[src/rtl/bpm_tracker.sv]
// Beat-interval tempo tracker: averages AVG_DEPTH beat intervals and divides 60*CLOCK_FREQ by the mean.
// Optional macro BPM_TRACKER_TIMEOUT_EN drops lock and clears the tempo when beats stop arriving.
module bpm_tracker #(
    parameter int BPM_WIDTH  = 16,
    parameter int CLOCK_FREQ = 50_000_000,
    parameter int AVG_DEPTH  = 4,
    parameter int MIN_BPM    = 40,
    parameter int MAX_BPM    = 240
) (
    input  logic                 clk,
    input  logic                 reset,
    input  logic                 beat_pulse,
    output logic [BPM_WIDTH-1:0] bpm_val,
    output logic                 bpm_valid,
    output logic                 locked,
    output logic                 busy
);

    localparam longint unsigned DIVIDEND_L   = 64'd60 * 64'(CLOCK_FREQ);
    localparam logic [31:0]     DIVIDEND     = 32'(DIVIDEND_L);
    localparam logic [31:0]     MIN_INTERVAL = 32'(DIVIDEND_L / 64'(MAX_BPM));
    localparam logic [31:0]     MAX_INTERVAL = 32'(DIVIDEND_L / 64'(MIN_BPM));
    localparam int              PTR_W        = $clog2(AVG_DEPTH);
    localparam int              SUM_W        = 32 + PTR_W;
    localparam logic [PTR_W:0]  FULL         = (PTR_W + 1)'(AVG_DEPTH);
    localparam longint unsigned BPM_MAX      = (64'd1 << BPM_WIDTH) - 64'd1;

    typedef enum logic [1:0] {IDLE, TRACK, DIVIDE} state_t;

    state_t             state;
    logic [31:0]        cnt;
    logic [31:0]        interval;
    logic [31:0]        ring [AVG_DEPTH];
    logic [SUM_W-1:0]   sum;
    logic [SUM_W-1:0]   sum_next;
    logic [PTR_W-1:0]   wptr;
    logic [PTR_W:0]     fill;
    logic [PTR_W:0]     fill_inc;
    logic [5:0]         div_cnt;
    logic [31:0]        divisor;
    logic [31:0]        quo;
    logic [31:0]        rem;
    logic [32:0]        rem_sh;
    logic [31:0]        rem_sub;
    logic [BPM_WIDTH-1:0] result;
    logic               too_short;
    logic               too_long;

    function automatic logic [31:0] sat_inc(input logic [31:0] v);
        return (&v) ? v : v + 32'd1;
    endfunction

    function automatic logic [BPM_WIDTH-1:0] sat_bpm(input logic [31:0] q);
        return ({32'd0, q} > BPM_MAX) ? '1 : BPM_WIDTH'(q);
    endfunction

    // The counter is cleared to 0 on a reference beat, so the interval seen at a beat is cnt+1.
    always_comb begin
        interval  = sat_inc(cnt);
        too_short = interval < MIN_INTERVAL;
        too_long  = interval > MAX_INTERVAL;
        sum_next  = sum + {{PTR_W{1'b0}}, interval} - {{PTR_W{1'b0}}, ring[wptr]};
        fill_inc  = (fill == FULL) ? fill : fill + 1'b1;
        rem_sh    = {rem, quo[31]};
        rem_sub   = rem_sh[31:0] - divisor;
    end

    always_ff @(posedge clk) begin
        if (reset) begin
            state     <= IDLE;
            cnt       <= '0;
            sum       <= '0;
            wptr      <= '0;
            fill      <= '0;
            div_cnt   <= '0;
            divisor   <= '0;
            quo       <= '0;
            rem       <= '0;
            result    <= '0;
            bpm_val   <= '0;
            bpm_valid <= 1'b0;
            locked    <= 1'b0;
            busy      <= 1'b0;
            for (int i = 0; i < AVG_DEPTH; i++) ring[i] <= '0;
        end else begin
            bpm_valid <= 1'b0;
            cnt       <= sat_inc(cnt);
            case (state)
                IDLE: begin
                    if (beat_pulse) begin
                        cnt   <= '0;
                        state <= TRACK;
                    end
                end
                TRACK: begin
                    if (beat_pulse && !too_short) begin
                        cnt <= '0;
                        if (too_long) begin
                            sum    <= '0;
                            wptr   <= '0;
                            fill   <= '0;
                            locked <= 1'b0;
                            for (int i = 0; i < AVG_DEPTH; i++) ring[i] <= '0;
                        end else begin
                            ring[wptr] <= interval;
                            sum        <= sum_next;
                            wptr       <= wptr + 1'b1;
                            fill       <= fill_inc;
                            if (fill_inc == FULL) begin
                                locked  <= 1'b1;
                                busy    <= 1'b1;
                                div_cnt <= '0;
                                state   <= DIVIDE;
                            end
                        end
                    end
`ifdef BPM_TRACKER_TIMEOUT_EN
                    else if (too_long) begin
                        sum     <= '0;
                        wptr    <= '0;
                        fill    <= '0;
                        locked  <= 1'b0;
                        bpm_val <= '0;
                        state   <= IDLE;
                        for (int i = 0; i < AVG_DEPTH; i++) ring[i] <= '0;
                    end
`endif
                end
                DIVIDE: begin
                    // Step 0 loads, 1..32 iterate, 33 saturates, 34 commits: 35 cycles after the beat.
                    div_cnt <= div_cnt + 6'd1;
                    if (div_cnt == 6'd0) begin
                        divisor <= 32'(sum >> PTR_W);
                        quo     <= DIVIDEND;
                        rem     <= '0;
                    end else if (div_cnt <= 6'd32) begin
                        if (rem_sh >= {1'b0, divisor}) begin
                            rem <= rem_sub;
                            quo <= {quo[30:0], 1'b1};
                        end else begin
                            rem <= rem_sh[31:0];
                            quo <= {quo[30:0], 1'b0};
                        end
                    end else if (div_cnt == 6'd33) begin
                        result <= sat_bpm(quo);
                    end else begin
                        bpm_val   <= result;
                        bpm_valid <= 1'b1;
                        busy      <= 1'b0;
                        state     <= TRACK;
                    end
                end
                default: state <= IDLE;
            endcase
        end
    end

endmodule

[config.mk]
export PLATFORM = sky130hd
export DESIGN_NAME = bpm_tracker
export DESIGN_NICKNAME = d
export VERILOG_FILES = /design/src/rtl/bpm_tracker.sv
export SDC_FILE = /design/constraint.sdc
export NUM_CORES = 1
export LEC_CHECK = 0
export BUFFER_PORTS_ARGS = -buffer_cell sky130_fd_sc_hd__buf_4
export CORE_ASPECT_RATIO = 0.7
export CORE_MARGIN = 2
export CORE_UTILIZATION = 50
export DETAILED_ROUTE_END_ITERATION = 12
export MAX_ROUTING_LAYER = met4
export PLACE_DENSITY = 0.7
export SLEW_MARGIN = 30
export SYNTH_ARGS = -nofsm -noshare
export SYNTH_HDL_FRONTEND = slang
export SYNTH_SLANG_ARGS = --single-unit
[constraint.sdc]
create_clock -name clk -period 7.9 [get_ports clk]
set_input_delay 0.395 -clock clk [delete_from_list [all_inputs] [get_ports clk]]
set_output_delay 0.395 -clock clk [all_outputs]
set_load 0.05 [all_outputs]
# Word level (Yosys, flattened, before mapping)

Memory sizes are Yosys's and may differ from the RTL's. A register that Yosys moved wholly into a read port is not among the register bits.
Cells that the tools add are included.

Eq/ne operators: 12
Bitwise gates (word level): 8
Divide/modulo/power cells: 0
Reductions and logical operators: 19
$lt $le $gt $ge: 5
Shift-type cells: 0
$add $sub $neg: 7
Multiply operators: 0
Muxes and demuxes: 57

Operators with widths:

| kind                    | count |
|---|---|
| $mux W32                | 13 |
| $pmux W32 S2            | 1 |
| $add A34 B32 Y34        | 1 |
| $mux W34                | 1 |
| $sub A34 B32 Y34        | 1 |
| $ge A33 B32 Y1          | 1 |
| $add A32 B1 Y32 const B | 1 |
| $gt A32 B16 Y1 const B  | 1 |
| $gt A32 B27 Y1 const B  | 1 |
| $lt A32 B24 Y1 const B  | 1 |
| $reduce_and A32 Y1      | 1 |
| $reduce_or A32 Y1       | 1 |
| $sub A32 B32 Y32        | 1 |
| $mux W1                 | 22 |
| $mux W2                 | 11 |
| $mux W6                 | 3 |
| $mux W16                | 1 |
| $ne A2 B2 Y1 const B    | 7 |
| $reduce_and A7 Y1       | 2 |
| $pmux W6 S2             | 1 |
| $reduce_and A4 Y1       | 3 |
| $add A6 B1 Y6 const B   | 1 |
| $eq A3 B3 Y1 const B    | 2 |
| $eq A6 B6 Y1 const B    | 1 |
| 18 further kinds        | 29 |

Logic and storage cells: 123
Memories kept: 1
Input port bits: 3
Latch bits: 0
Register bits: 210
Bits in writable memories: 128
Output and inout port bits: 19
Memory bits (read-only): 0

Memories:

| memory | depth | width | read ports | clocked after Yosys merged registers in | write ports | RTL line | source |
|---|---|---|---|---|---|---|---|
| ring   | 4     | 32    | 1          | 1                                       | 4           | 33       | `logic [31:0] ring [AVG_DEPTH];` |

# Depth between registers and ports, before layout

Depth in word-level cells: 11
Gate-level depth with buffers: 21
Mapped depth without buffers: 19

# Worst setup path after synthesis

OpenSTA, ideal clock, no wires.

Path type: register to register
Start point: register cnt[0]
End point: memory ring[0][0], enable pin
Clock period less this slack: 5.986 ns
Arrival time: 5.520 ns
Setup time: 0.466 ns
Setup slack: 1.914 ns
Stages on the path, launching flop included: 14
Data required time: 7.434 ns
Cell sequence: dfxtp_1 > ha_1 > nand4_2 > nor3_1 > and4_1 > mux2i_1 > inv_1 > o21ai_1 > nand4_1 > a31o_2 > a211o_1 > buf_2 > buf_2 > o21ai_0

RTL lines:

| what                     | RTL line | source |
|---|---|---|
| start: declaration       | 31       | `logic [31:0] cnt;` |
| start signal: assignment | 87       | `cnt <= sat_inc(cnt);` |
| end: declaration         | 33       |  |

# Final worst setup path

Start point: register cnt[1]
End point: register sum[33]

Longest elaborated chain between the ends: 6

RTL lines:

| what                                                     | RTL line | source |
|---|---|---|
| $add A32 B1 Y32 or $reduce_and A32 Y1 (tied branches)    | 50       | `return (&v) ? v : v + 32'd1;` |
| $mux W32 *                                               | 50       |  |
| named net interval[3]                                    | 32       | `logic [31:0] interval;` |
| branches (longest 4 deep; another with $add A34 B32 Y34) | --       |  |
| end signal: assignment                                   | 106      | `sum <= sum_next;` |
| end: declaration                                         | 34       | `logic [SUM_W-1:0] sum;` |

Mark *: on every way through the listed nets, which the timed path passes.
A chain may end at the register's enable or synchronous reset.

==> impl_results.md <==
* Max Slew Vio Count at 0
* Vias in the first global route at 13933
* Slowest stage delay, CP at 700 ps
* Xor-xnor portion of the synthesized cell area at 4.06%
* Initial antenna violation count at 0
* FILL cells at 3252
* Max Root-Sink Buffers at 3
* FF+latch area at 8090 um^2
* Post-synthesis cell type count at 82
* Worst-path clk slew at 60 ps
* Number of DRC markers in iteration 0 at 1145
* Largest net degree at the start of global routing at 80
* Worst reg2reg path depth at 20
* Hold path cells at 3
* Overall Global Routing Usage at 24.5%
* H-tree depth at 2
* Setup ws final at 1890 ps
* Worst path required time at 8350 ps
* Detailed-route wire length per cell at 17.6 um
* Post-Syn Instances at 1976
* CP Class: flop to flop
* Largest family of logic cells by synthesized area: simple AND/OR/NAND/NOR gates
* Final wirelength at 43.7 mm
* Max Fclk at 166 MHz
* Num rows at 58
* Complex-gate fraction of the synthesized area at 13.8%
* Period utilization at 76.1%
* Area growth, synth to finish at 9.62%
* Worst-path maximum fanout at 12
* Crit end category: flop
* Post-layout nets at 2093
* Overflow left after global routing at 0
* Die area at 38100 um^2
* Peak supply drop at 0.156 mV
* Main synth FF type: dfxtp_1
* Detail-routed via count per cell at 5.75
* Hold-fix buffers, CTS at 0
* Skew-Pair Late Insertion Delay at 530 ps
* P per Cell Area at 178 nW/um^2
* Mapped cell area at 18300 um^2
* PostCTS Resize Cnt at 0
* Post-synth EDFFs at 128
* CTS root buf: clkbuf_16
* GP Congestion at 0.923
* Synth Register Bits at 340
* Mux share of post-synthesis cell area at 5.06%
* Final min period at 6010 ps
* Final Hold Vio Count at 0
* Num CTS Buffers at 34
* Run status: finished, final reports clean
* Footprint of the multi-input gates at 9450 um^2
* Avg Inst Size Synth at 9.25 um^2
* Clk sinks at 340
* Final ANT Viol Nets at 0
* CTS tree: done
* Die width at 232 um
* Diode count at 0
* Total Neg Setup Slack at 0 ps
* Sequential area share after synthesis at 44.3%
* CP Data Arrival Time at 6470 ps
* Pleak at 7.62 nW
* Pre-CTS WS at 2020 ps
* Unrepaired setup endpoints after global routing: false
* Asr flop ratio synth at 0%
* Final setup fails at 0
* Global-route wire length before repair at 73.1 mm
* Yosys warnings at 0
* Fraction of layout cells with a size suffix above 1 at 8.24%
* DR vias at 14285
* DRC Markers at 0
* Die Y at 164 um
* Core area at 36000 um^2
* Hold WC Path Type: primary input to flop
* Setup Skew at 30.0 ps
* Worst Setup Start Kind: flop
* Port Buf Inserts at 21
* Initial Util at 50.8%
* Worst Tran Pin Value at 968 ps
* Slowest library cell on the worst path: nor4_4
* Ports at 22
* Setup bufs post-CTS at 0
* Synth Area in Adders at 8.78%
* Simple-gate share of the synthesized area at 19.3%
* Reported max-cap violation count at 0
* Critical path, cell by cell: ha_1 > nand4_2 > nor4_4 > nand2_1 > and2_1 > xnor2_1 > inv_1 > fa_1 > ha_1 > o21ai_0 > o21ai_0 > and3_1 > o311ai_0 > buf_4 > a211o_1 > a21oi_1 > nor4_1 > nand4b_1 > or4_1 > a31oi_1
* 1st-pass router iterations at 7
* Post-detail-place hpwl at 30.5 mm
* Worst slew margin at 35.3%
## where the power goes
group	total [W]	switching [W]	leakage, nW	internal [W]
Sequential	0.00185	0.00000856	3.02	0.00184
Combinational	0.000125	0.0000836	4.08	0.0000412
Clock	0.00160	0.000678	0.523	0.000920
Total	0.00357	0.000770	7.62	0.00280
## cells in the mapped netlist (42+ instances only)
cell / n / share of area (%)
nand3_1: 90 / 2.5
a21o_1: 42 / 1.7
ha_1: 77 / 5.3
nand2_1: 233 / 4.8
inv_1: 122 / 2.5
xnor2_1: 47 / 2.3
o21ai_0: 65 / 1.8
nor2_1: 249 / 5.1
clkbuf_1: 72 / 1.5
edfxtp_1: 128 / 21
a21oi_1: 180 / 4.9
nor3_1: 61 / 1.7
dfxtp_1: 212 / 23
## metal layers
| layer | wire [um] | global-route usage (%) | share of wire (%) |
|---|---|---|---|
| met5 | 0 | - | 0 |
| met4 | 667 | 5.33 | 1.5 |
| met3 | 3080 | 4.74 | 7.1 |
| met2 | 19000 | 36.0 | 43 |
| met1 | 21000 | 35.1 | 48 |
## flip-flops by register name (all words and copies together), names as in the netlist, named ones only
name       count
cnt           32
bpm_val       16
rem           32
wptr           2
div_cnt        6
bpm_valid      1
ring         128
quo           32
locked         1
sum           34
fill           3
result        16
state          2
busy           1
divisor       32
## worst max-delay path, delay by kind of cell, from the launching register on
family          cells  cell delay, ps
fa+ha+maj           3            1170
compound gates      6            1240
buf+inv             2             340
flops               1             390
simple gates        8            2390
xor+xnor            1             400
## kinds of logic (layout without fill, tap and decap cells)
family | Yosys count | in the layout
AOI/OAI and AO/OA | 407 | 407
muxes | 52 | 52
DFF | 340 | 340
buffers and inverters | 220 | 228
and+or+nand+nor | 764 | 764
xor gates and xnor gates | 83 | 83
adders and majority gates | 109 | 109
other | 1 | 20
## cells in the final DEF (no fill, tap or decap), types with 6 or more instances in the layout
cell,n
conb_1,20
inv_1,122
o21ai_0,61
and2_1,12
nand3b_1,6
dfxtp_1,211
clkbuf_8,6
clkbuf_1,12
nand4_1,25
and3_1,14
ha_1,77
and4_1,8
o21a_1,12
nand3_1,90
mux2i_1,17
nand2b_1,10
xnor2_1,47
nand2_1,231
clkbuf_16,34
a31oi_1,12
xor2_1,34
buf_4,47
nor4_1,8
fa_1,32
edfxtp_1,128
nor3_1,60
a21oi_1,179
o21bai_1,8
a211o_1,6
a21o_1,42
nor2_1,245
a22o_1,13
a211oi_1,14
mux4_2,32
nor2b_1,11
or3_1,6
## through the flow
| step | instances | instance area [um^2] | hold slack, ps | util [%] | power, W |
|---|---|---|---|---|---|
| after global placement | 2425 | 19000 | 441 | 52.6 | 0.00201 |
| after floorplan | 1995 | 18300 | 426 | - | 0.00198 |
| after detailed placement | 2425 | 19000 | 442 | 52.7 | 0.00201 |
| final | 2483 | 20000 | 285 | 55.6 | 0.00357 |
| after CTS | 2483 | 20000 | 259 | 55.6 | 0.00360 |
| after global routing | 2483 | 20000 | 325 | 55.6 | 0.00369 |
## worst paths after layout
| kind | start | end | slack [ps] |
|---|---|---|---|
| worst min-delay path | beat_pulse | state[0] | 280 |
| worst min register to register | result[12] | bpm_val[12] | 450 |
| worst max-delay path | cnt[1] | sum[33] | 1890 |
| worst max register to register | cnt[1] | sum[33] | 1890 |
## cell type report
type                       count  area share, %
clock buffer                  52           4.89
clock inverter                 6          0.456
inverter                     123           2.31
multi-input combinational   1435           47.2
sequential                   340           40.4
tap                          480           3.00
timing repair buffer          47           1.76
No activity file was read; power rests on OpenSTA's default activity.
